$ cat src/rtl/key_action_sched.sv
// Per-key press/release pulses -> round-robin stream of action tokens.
// Each lane owns its held state and DAS/auto-repeat countdown; the top arbitrates pending events.

module key_action_lane #(
  parameter int CNT_W      = 12,
  parameter int DAS_DELAY  = 170,
  parameter int ARR_PERIOD = 50,
  parameter bit REPEAT     = 1'b0
) (
  input  logic clk,
  input  logic rst_b,
  input  logic tick,
  input  logic make,
  input  logic brk,
  output logic held,
  output logic evt
);
  logic [CNT_W-1:0] cnt;
  logic             rpt;

  // Any make/break this cycle suppresses the repeat step for the lane.
  assign rpt = REPEAT && held && tick && !make && !brk;
  assign evt = (make && (brk || !held)) || (rpt && cnt == CNT_W'(1));

  always_ff @(posedge clk or negedge rst_b) begin
    if (!rst_b) begin
      held <= 1'b0;
      cnt  <= '0;
    end else if (brk) begin
      held <= 1'b0;
      cnt  <= '0;
    end else if (make) begin
      if (!held) begin
        held <= 1'b1;
        cnt  <= CNT_W'(DAS_DELAY);
      end
    end else if (rpt) begin
      cnt <= (cnt == CNT_W'(1)) ? CNT_W'(ARR_PERIOD) : cnt - CNT_W'(1);
    end
  end
endmodule

module key_action_sched #(
  parameter int                N_KEYS      = 8,
  parameter int                CNT_W       = 12,
  parameter int                DAS_DELAY   = 170,
  parameter int                ARR_PERIOD  = 50,
  parameter logic [N_KEYS-1:0] REPEAT_MASK = 8'h0E,
  localparam int               IDW         = (N_KEYS > 1) ? $clog2(N_KEYS) : 1
) (
  input  logic              clk,
  input  logic              rst_b,
  input  logic              tick,
  input  logic [N_KEYS-1:0] key_press,
  input  logic [N_KEYS-1:0] key_release,
  output logic              act_valid,
  output logic [IDW-1:0]    act_id,
  input  logic              act_ready,
  output logic [N_KEYS-1:0] held,
  output logic [7:0]        drop_cnt
);
  logic [N_KEYS-1:0]   evt, pend, clr, rot;
  logic [2*N_KEYS-1:0] pend2;
  logic [IDW-1:0]      grant, rr_ptr;
  logic [7:0]          drop_nxt;
  logic                load, found;
  int                  gi;

  for (genvar i = 0; i < N_KEYS; i++) begin : g_lane
    key_action_lane #(
      .CNT_W(CNT_W), .DAS_DELAY(DAS_DELAY), .ARR_PERIOD(ARR_PERIOD), .REPEAT(REPEAT_MASK[i])
    ) u_lane (
      .clk(clk), .rst_b(rst_b), .tick(tick),
      .make(key_press[i]), .brk(key_release[i]),
      .held(held[i]), .evt(evt[i])
    );
  end

  // Rotate pend so bit 0 lines up with rr_ptr, then take the first set bit.
  assign pend2 = {pend, pend} >> rr_ptr;
  assign rot   = pend2[N_KEYS-1:0];

  always_comb begin
    grant = '0;
    found = 1'b0;
    gi    = 0;
    for (int k = 0; k < N_KEYS; k++) begin
      if (!found && rot[k]) begin
        found = 1'b1;
        gi    = int'(rr_ptr) + k;
        if (gi >= N_KEYS) gi = gi - N_KEYS;
        grant = IDW'(gi);
      end
    end
  end

  assign load = (!act_valid || act_ready) && found;

  always_comb begin
    clr = '0;
    if (load) clr[grant] = 1'b1;
  end

  // A new event landing on a still-pending bit is lost; count each such lane.
  always_comb begin
    drop_nxt = drop_cnt;
    for (int k = 0; k < N_KEYS; k++)
      if (evt[k] && pend[k] && !clr[k] && drop_nxt != 8'hFF) drop_nxt = drop_nxt + 8'd1;
  end

  always_ff @(posedge clk or negedge rst_b) begin
    if (!rst_b) begin
      pend      <= '0;
      drop_cnt  <= '0;
      act_valid <= 1'b0;
      act_id    <= '0;
      rr_ptr    <= '0;
    end else begin
      pend     <= evt | (pend & ~clr);
      drop_cnt <= drop_nxt;
      if (load) begin
        act_valid <= 1'b1;
        act_id    <= grant;
        rr_ptr    <= (grant == IDW'(N_KEYS - 1)) ? '0 : grant + IDW'(1);
      end else if (act_ready) begin
        act_valid <= 1'b0;
      end
    end
  end
endmodule

$ cat config.mk
export PLATFORM = sky130hd
export DESIGN_NAME = key_action_sched
export DESIGN_NICKNAME = d
export VERILOG_FILES = /design/src/rtl/key_action_sched.sv
export SDC_FILE = /design/constraint.sdc
export NUM_CORES = 1
export LEC_CHECK = 0
export CAP_MARGIN = 20
export CORE_MARGIN = 2
export CORE_UTILIZATION = 35
export CTS_BUF_LIST = sky130_fd_sc_hd__clkbuf_8
export CTS_CLUSTER_SIZE = 28
export DETAILED_ROUTE_END_ITERATION = 16
export GPL_ROUTABILITY_DRIVEN = 0
export GPL_TIMING_DRIVEN = 0
export SETUP_SLACK_MARGIN = 0.2
export SYNTH_ARGS = -nofsm -noshare
export SYNTH_HDL_FRONTEND = slang
export SYNTH_SLANG_ARGS = --single-unit
$ cat constraint.sdc
create_clock -name clk -period 16.3 [get_ports clk]
set_input_delay 2.445 -clock clk [delete_from_list [all_inputs] [get_ports clk]]
set_output_delay 2.445 -clock clk [all_outputs]
set_load 0.01 [all_outputs]
# == Word-level counts from Yosys, hierarchy flattened ==
# Index checks and enable logic that the tools add are counted.
# word_totals
word_cells,251
inputBits,20
output_inout_bits,20
ff_bits,67
# classes
eq_ne,15
reduce_logical,110
n_shift,1
bitwise,3
n_lt_le_gt_ge,10
add_sub_neg,27
mux,69
# ops
op,count
$mux W12,15
$mux W8,9
$add A8 B1 Y8 const B,8
$ne A8 B8 Y1 const B,8
$logic_and A1 B1 Y1,53
$mux W3,17
$eq A12 B1 Y1 const B,3
$sub A12 B1 Y12 const B,3
$logic_not A1 Y1,30
$ge A4 B4 Y1 const B,7
$mux W1,27
$sub A3 B1 Y3 const B,8
$reduce_bool A2 Y1,9
$add A3 B3 Y4 const B,4
$shr A16 B3 Y8,1
$logic_or A1 B1 Y1,12
$ne A3 B3 Y1 const B,3
$reduce_bool A3 Y1,3
$add A3 B2 Y4 const B,2
$and A8 B8 Y8,1
$not A8 Y8,1
$or A8 B8 Y8,1
$reduce_and A2 Y1,3
$add A3 B1 Y4 const B,1
other kinds (6),6

# == Longest topological paths before layout ==
# Gate-level depths: netlist of the first run.
# depth
word_depth,53
mapped_depth,56
ltp_nobuf,50

# == Modules after synthesis ==
# Synthesis of the first run repeated with hierarchy kept, for this count alone.
# unflattened
cells_unflattened,924
hier_area_um2,7618.6
# by_module_without_submodules
module,seq_area_each_um2,instances,cells_per_inst,area_per_inst_um2
key_action_sched,575.6,1,641,5008.6
key_action_lane (g_lane[1].u_lane ...),325.3,3,86,797.0
key_action_lane (g_lane[0].u_lane ...),25.0,5,5,43.8

# == Least setup slack after synthesis of the first run ==
# No wires, ideal clock.
# synth_path
path_type,input to register
startpoint,input port act_ready
endpoint,register drop_cnt[1]
required_time_ps,16206
arrival_time_ps,12072
path_slack_ps,4134
path_buffers,4
cell_stages,45
setup_ps,94
path_cell_list,nor2b_1 -> or2_2 -> clkbuf_1 -> nor4_4 -> buf_6 -> a21oi_1 -> mux2_2 -> ha_1 -> o211ai_1 -> o21ai_0 -> a211o_1 -> a21boi_2 -> a21oi_1 -> xnor2_1 -> ha_1 -> o211ai_1 -> a211o_1 -> o31ai_4 -> (+9 left out) -> ha_1 -> clkbuf_1 -> a31o_2 -> mux2_2 -> ha_1 -> clkbuf_2 -> inv_1 -> a211oi_1 -> a22o_1 -> a31oi_1 -> xnor2_1 -> ha_1 -> nand2_1 -> a211oi_2 -> xnor2_2 -> nor3b_2 -> nand4_1 -> a221oi_2
# synth_between
elab_chain_cells,28
word_cells_on_any_way,49
cone_classes,add/sub: 7; eq/ne: 7; mux: 9; reduce/logical: 26
# synth_lines
element,line,rtl
"start, declared",58,"input logic act_ready,"
$logic_or A1 B1 Y1 (*),97,assign load = (!act_valid || act_ready) && found;
$logic_and A1 B1 Y1 (*),97,
$mux W8 (*),101,if (load) clr[grant] = 1'b1;
"parallel branches: the longest is 24 deep, another holds $add A8 B1 Y8",-,
$mux W8 (*),108,if (evt[k] && pend[k] && !clr[k] && drop_nxt != 8'hFF) drop_nxt = drop_nxt + 8'd1;
named net drop_nxt[1],65,logic [7:0] drop_nxt;
"end signal, assigned",120,drop_cnt <= drop_nxt;
"end, declared",60,output logic [7:0] drop_cnt
# Mark *: on every way through the listed nets, which the timed path passes.
# A chain may end at the register's enable or synchronous reset.

# == Worst setup path in the final report of the first run ==
# Ends and elaborated chain as after synthesis.

==> metrics.md, run 1 <==
| Metric | Value |
|---|---|
| Outcome | `finished clean` |
| Syn avg cell area | `8.18 µm²` |
| CTS Sinks | `67` |
| Hold path start | `act_id[0]` |
| Setup TNS | `0 ns` |
| Worst Hold Path EP | `act_id[0]` |
| Fill count | `between 2000 and 2500` |
| Clock Skew | `a little over 0.02 ns` |
| Hold Fails Final Rpt | `0` |
| Sequential element share of the synthesized area | `22.5%` |
| Share of cells above drive strength 1 | `13.5%` |
| Antenna cell count | `0` |
| Final WL | `20.0 mm` |
| Post-synth EDFFs | `0` |
| Die span in x | `150 µm` |
| DR DRC count | `0` |
| Routed length per instance | `around 16 µm` |
| Worst EP required | `16.59 ns` |
| Syn_nets | `946` |
| Post-route cell area | `approximately 0.0084 mm²` |
| Cell Area, Synth | `0.00744 mm²` |
| Maxcap violations | `0` |
| Hold_buf cts | `0` |
| CP endpoint kind | `flop` |
| Routed vias | `7065` |
| WP buf/inv | `9` |
| Synth warn | `0` |
| Synth-to-Final Area Change | `12.6%` |
| FMAX | `roughly 0.07 GHz` |
| Root Driver | `clkbuf_8` |
| Min Tclk post-route | `14.29 ns` |
| R2R setup slack | `2.38 ns` |
| Most common cell after layout, fill and taps aside | `nor2_1` |
| DR vias/cell | `~5.7` |
| TritonRoute pass-1 iters | `5` |
| Initial antenna violation count | `0` |
| Mapped Cells | `~900` |
| Clock transition at path regs | `0.10 ns` |
| Initial Utilization | `35.5%` |
| Share of flip-flops with an asynchronous set or reset | `100%` |
| Core Rows | `53` |
| #FFs+latches synth | `67` |
| 1st-iter DRT viols | `525` |
| Hold Path Stages | `2` |
| Core footprint | `0.0210 mm²` |
| Largest net degree at the start of global routing | `55` |
| Die area | `0.0224 mm²` |
| Hold Path Class | `reg -> reg` |
| GRT Total Usage | `18.4%` |
| H-tree depth | `3` |
| Final setup vio count | `0` |
| Post-DP Area | `roughly 0.0082 mm²` |
| DP Worst Slack | `between 1.5 and 2 ns` |
| Delay-heaviest family, CP | `compound AO/OA/AOI/OAI gates` |
| GRT overflow | `0` |
| R2R depth | `52` |
| Resize count post-CTS | `0` |
| Fin. max-slew vios | `0` |
| CP max-delay cell | `xnor2_1` |
| CTS tree | `done` |
| Vias in the first global route | `6615` |
| # nets final | `between 900 and 1000` |
| Slew @ Worst Pin | `between 0.9 and 1 ns` |
| Post-DP HPWL | `15.4 mm` |
| Buffers added on ports | `36` |
| Clock Latency Late Sink | `0.38 ns` |
| Crit start category | `input port` |
| Crit. Startpoint | `act_ready` |
| Clock Path Buffers | `2` |
| Slew margin rel. | `36.2%` |
| Library cells used by synthesis | `111` |
| Top_reg_cell synth | `dfrtp_1` |
| CP arrival | `approximately 15 ns` |
| Worst setup margin | `2.01 ns` |
| CTS Buf Count | `9` |
| Crit Path Class | `in -> reg` |
| Final worst path period share | `87.7%` |
| Routed Antenna Nets | `0` |
| Most frequent cells in the layout | `112 x nor2_1, 92 x nand2_1, 67 x dfrtp_1` |
| RSZ-0062 raised after global routing | `no` |
| I/O pin count | `40` |
| Critical register-to-register path startpoint | `rr_ptr[2]` |
| Die Span Y | `150 µm` |
| Worst-path fanout max | `10` |
| Slowest stage delay, CP | `roughly 0.53 ns` |
| Post-CTS Setup Repair Bufs | `0` |
| R2r endpoint | `drop_cnt[1]` |
| First-pass GRT wire length | `33.7 mm` |
==> worst min-delay path, cell delays in order, from the launching register on <==
cell and delay, ns:
dfrtp_1 0.35, nand2_1 0.05, nand2_1 0.06
==> state kept, by name, indices dropped and copies added, names as in the netlist <==
register / flops
act_valid: 1
pend: 8
rr_ptr: 3
act_id: 3
g_lane.u_lane.held: 8
drop_cnt: 8
g_lane.u_lane.cnt: 36
==> per-stage QoR <==
stage          hold slack (ns)  utilization [%]  std cells
2_1_floorplan            0.486                -        909
3_3_place_gp             0.465             38.9       1220
3_5_place_dp             0.473             39.0       1221
4_1_cts                  0.496             40.0       1237
5_1_grt                  0.507             40.0       1237
6_report                 0.492             40.0       1237
==> final cells by class <==
cell class                 instances  area, µm²  area share (%)
clock inverter                     7       81.3           0.971
multi-input combinational        760       5370            64.2
timing repair buffer              37        385            4.60
sequential                        67       1680            20.0
tap                              275        344            4.11
inverter                          36        136            1.63
clock buffer                       9        124            1.48
buffer                            46        250            2.99
==> synthesized netlist by cell type, drive strengths merged (5+ instances only) <==
cell | n | area (µm²)
nand4 | 14 | 93.8
a211oi | 12 | 110
buf | 23 | 163
xor2 | 13 | 121
o21a | 13 | 97.6
nor3 | 20 | 105
nand2b | 18 | 113
mux4 | 12 | 270
nor2 | 113 | 432
nor3b | 5 | 42.5
ha | 17 | 213
nand2 | 92 | 345
a2111oi | 7 | 111
o41ai | 5 | 58.8
clkbuf | 23 | 87.6
a31o | 8 | 78.8
dfrtp | 67 | 1680
mux2 | 10 | 113
a22o | 5 | 43.8
and2 | 12 | 75.1
a41oi | 5 | 70.1
or3 | 8 | 50.1
and3 | 10 | 62.6
o31ai | 14 | 124
o211ai | 8 | 65.1
a21o | 12 | 90.1
nand3 | 26 | 145
or2 | 11 | 68.8
nor2b | 7 | 43.8
o2111ai | 5 | 43.8
o21ai | 58 | 305
nor4 | 13 | 109
xnor2 | 31 | 287
a211o | 7 | 61.3
a21oi | 52 | 275
a311oi | 6 | 58.8
a31oi | 13 | 109
inv | 35 | 131
mux2i | 24 | 244
a22oi | 10 | 88.8
==> kinds of logic after synthesis <==
family                     count (synthesis)  synth area share, %
DFF                                       67                 22.5
buffers and inverters                     82                 5.20
xor gates and xnor gates                  44                 5.48
muxes                                     46                 8.43
AOI/OAI and AO/OA                        285                 30.2
adders and majority gates                 17                 2.86
and+or+nand+nor                          368                 25.3
==> worst max path at each step <==
stage,end,slack (ns),cells past startpoint
after floorplan,drop_cnt[1],4.13,45
after global placement,drop_cnt[1],1.82,47
after detailed placement,drop_cnt[1],1.73,48
after CTS,drop_cnt[1],2.06,48
after global routing,drop_cnt[1],1.13,48
final,drop_cnt[1],2.01,48
==> per-layer routing <==
metal / vias to the layer above / routed length [µm] / global-route usage, %
met2: 150 / 9160 / 29.5
met5: - / 0 / 0
li1: 3529 / - / -
met4: 0 / 251 / 4.91
met1: 3362 / 9860 / 26.1
met3: 24 / 745 / 2.29
Power of run 1 is left out: the tool's default activity adds up to more than one toggle a clock period on the data nets, which glitch-free logic cannot reach.
==> inputs of run 2 (changes only) <==
--- a/config.mk
+++ b/config.mk
@@ -5,7 +5,8 @@
 export SDC_FILE = /design/constraint.sdc
 export NUM_CORES = 1
 export LEC_CHECK = 0
-export CAP_MARGIN = 20
+export CELL_PAD_IN_SITES_DETAIL_PLACEMENT = 2
+export CELL_PAD_IN_SITES_GLOBAL_PLACEMENT = 2
 export CORE_MARGIN = 2
 export CORE_UTILIZATION = 35
 export CTS_BUF_LIST = sky130_fd_sc_hd__clkbuf_8
@@ -13,6 +14,7 @@
 export DETAILED_ROUTE_END_ITERATION = 16
 export GPL_ROUTABILITY_DRIVEN = 0
 export GPL_TIMING_DRIVEN = 0
+export PLACE_DENSITY_LB_ADDON = 0.1
 export SETUP_SLACK_MARGIN = 0.2
 export SYNTH_ARGS = -nofsm -noshare
 export SYNTH_HDL_FRONTEND = slang
==> metrics.md, run 2 (synthesis gave the netlist of run 1 again) <==
| Metric | Value |
|---|---|
| Outcome | `finished clean` |
| Die Span Y | `150 µm` |
| Core footprint | `0.0210 mm²` |
| CP arrival | `around 15 ns` |
| Largest net degree at the start of global routing | `around 70` |
| Post-DP HPWL | `20.1 mm` |
| Most frequent cells in the layout | `112 x nor2_1, 92 x nand2_1, 67 x dfrtp_1` |
| Hold Path Stages | `2` |
| Clock Latency Late Sink | `around 0.37 ns` |
| Die area | `0.0224 mm²` |
| Final WL | `24.9 mm` |
| Hold_buf cts | `0` |
| CTS tree | `done` |
| FMAX | `0.0687 GHz` |
| CP endpoint kind | `flop` |
| Worst-path fanout max | `10` |
| Final worst path period share | `between 80% and 90%` |
| Fill count | `2459` |
| Crit start category | `input port` |
| Clock Skew | `0.00797 ns` |
| Synth-to-Final Area Change | `12.4%` |
| Slowest stage delay, CP | `0.49 ns` |
| GRT Total Usage | `between 20% and 30%` |
| Die span in x | `150 µm` |
| Antenna cell count | `0` |
| 1st-iter DRT viols | `315` |
| R2R setup slack | `~2 ns` |
| CTS Buf Count | `9` |
| Share of cells above drive strength 1 | `~13%` |
| Top reg by flops | `g_lane.u_lane.cnt` |
| Clock Path Buffers | `2` |
| Resize count post-CTS | `0` |
| First-pass GRT wire length | `between 40 and 50 mm` |
| Initial Utilization | `35.5%` |
| CTS Sinks | `67` |
| Most common cell after layout, fill and taps aside | `nor2_1` |
| Hold Path Class | `reg -> reg` |
| Worst EP required | `16.57 ns` |
| Min Tclk post-route | `approximately 15 ns` |
| H-tree depth | `3` |
| Max reg flops | `36` |
| Root Driver | `clkbuf_8` |
| Buffers added on ports | `36` |
| GRT overflow | `0` |
| Clock transition at path regs | `0.08 ns` |
| Routed Antenna Nets | `0` |
| Routed length per instance | `20.2 µm` |
| Fin. max-slew vios | `0` |
| Vias in the first global route | `7930` |
| Initial antenna violation count | `0` |
| Maxcap violations | `0` |
| RSZ-0062 raised after global routing | `no` |
| Core Rows | `between 50 and 60` |
| Final setup vio count | `0` |
| Slew margin rel. | `about a third` |
| Critical path's most frequent cell | `ha_1` |
| R2R depth | `50` |
| Hold Fails Final Rpt | `0` |
| DR DRC count | `0` |
| FF/Latch Area | `0.00168 mm²` |
| Slew @ Worst Pin | `0.970 ns` |
| Post-CTS Setup Repair Bufs | `0` |
| I/O pin count | `40` |
| Crit Path Class | `in -> reg` |
| Setup TNS | `0 ns` |
| DR vias/cell | `5.92` |
| Routed vias | `about 7300` |
| CP max-delay cell | `a21oi_1` |
| # nets final | `993` |
| Area of the multi-input gates | `0.00537 mm²` |
| TritonRoute pass-1 iters | `4` |
## run 2: cell count changes in the layout (fill, tap and decap cells not counted)
cell       delta
clkinv_2      +1
clkinv_8      -2
inv_8         -2
bufinv_16     +2
clkinv_4      +1
buf_16        -1
## run 2: worst paths after layout
kind | endpoint | startpoint
max in group asynchronous | g_lane[1].u_lane.cnt[10] | rst_b
min in group asynchronous | g_lane[2].u_lane.cnt[9] | rst_b
max | drop_cnt[1] | key_release[0]
min | act_id[0] | act_id[0]
min reg2reg | act_id[0] | act_id[0]
max reg2reg | drop_cnt[1] | rr_ptr[2]
## run 2: worst max-delay path: cells and delay by family
| family | cells | cell delay [ns] |
|---|---|---|
| buffers and inverters | 7 | 1.52 |
| adders and majority gates | 6 | 1.67 |
| and+or+nand+nor | 6 | 1.09 |
| muxes | 1 | 0.43 |
| xor gates and xnor gates | 6 | 1.81 |
| AOI/OAI and AO/OA | 19 | 5.82 |
## run 2: metrics by stage
stage	std cells	util (%)	hold WS (ns)	setup slack [ns]	instance area, µm²
global placement	1220	38.9	0.461	1.76	8140
global route	1236	39.9	0.528	0.520	8360
CTS	1236	39.9	0.492	1.73	8360
finish	1236	39.9	0.483	1.74	8360
floorplan	909	-	0.486	4.13	7440
detailed placement	1220	38.8	0.471	1.46	8140
## run 2: cell type report
cell class	count	share of cell area, %
inverters	36	1.63
repair buffers	36	4.28
multi-input cells	760	64.3
flip-flops and latches	67	20.0
well taps	275	4.11
plain buffers	46	2.99
clock inverters	7	1.20
clock buffers	9	1.48
## run 2: per-layer routing
layer | global-route usage [%] | up-vias | wire length (µm)
met5 | 0 | - | 0
met1 | 30.8 | 3710 | 11900
met2 | 40.3 | 85 | 12100
li1 | - | 3498 | -
met3 | 3.45 | 22 | 569
met4 | 4.29 | 0 | 325
Power of run 2 is left out for the same reason.
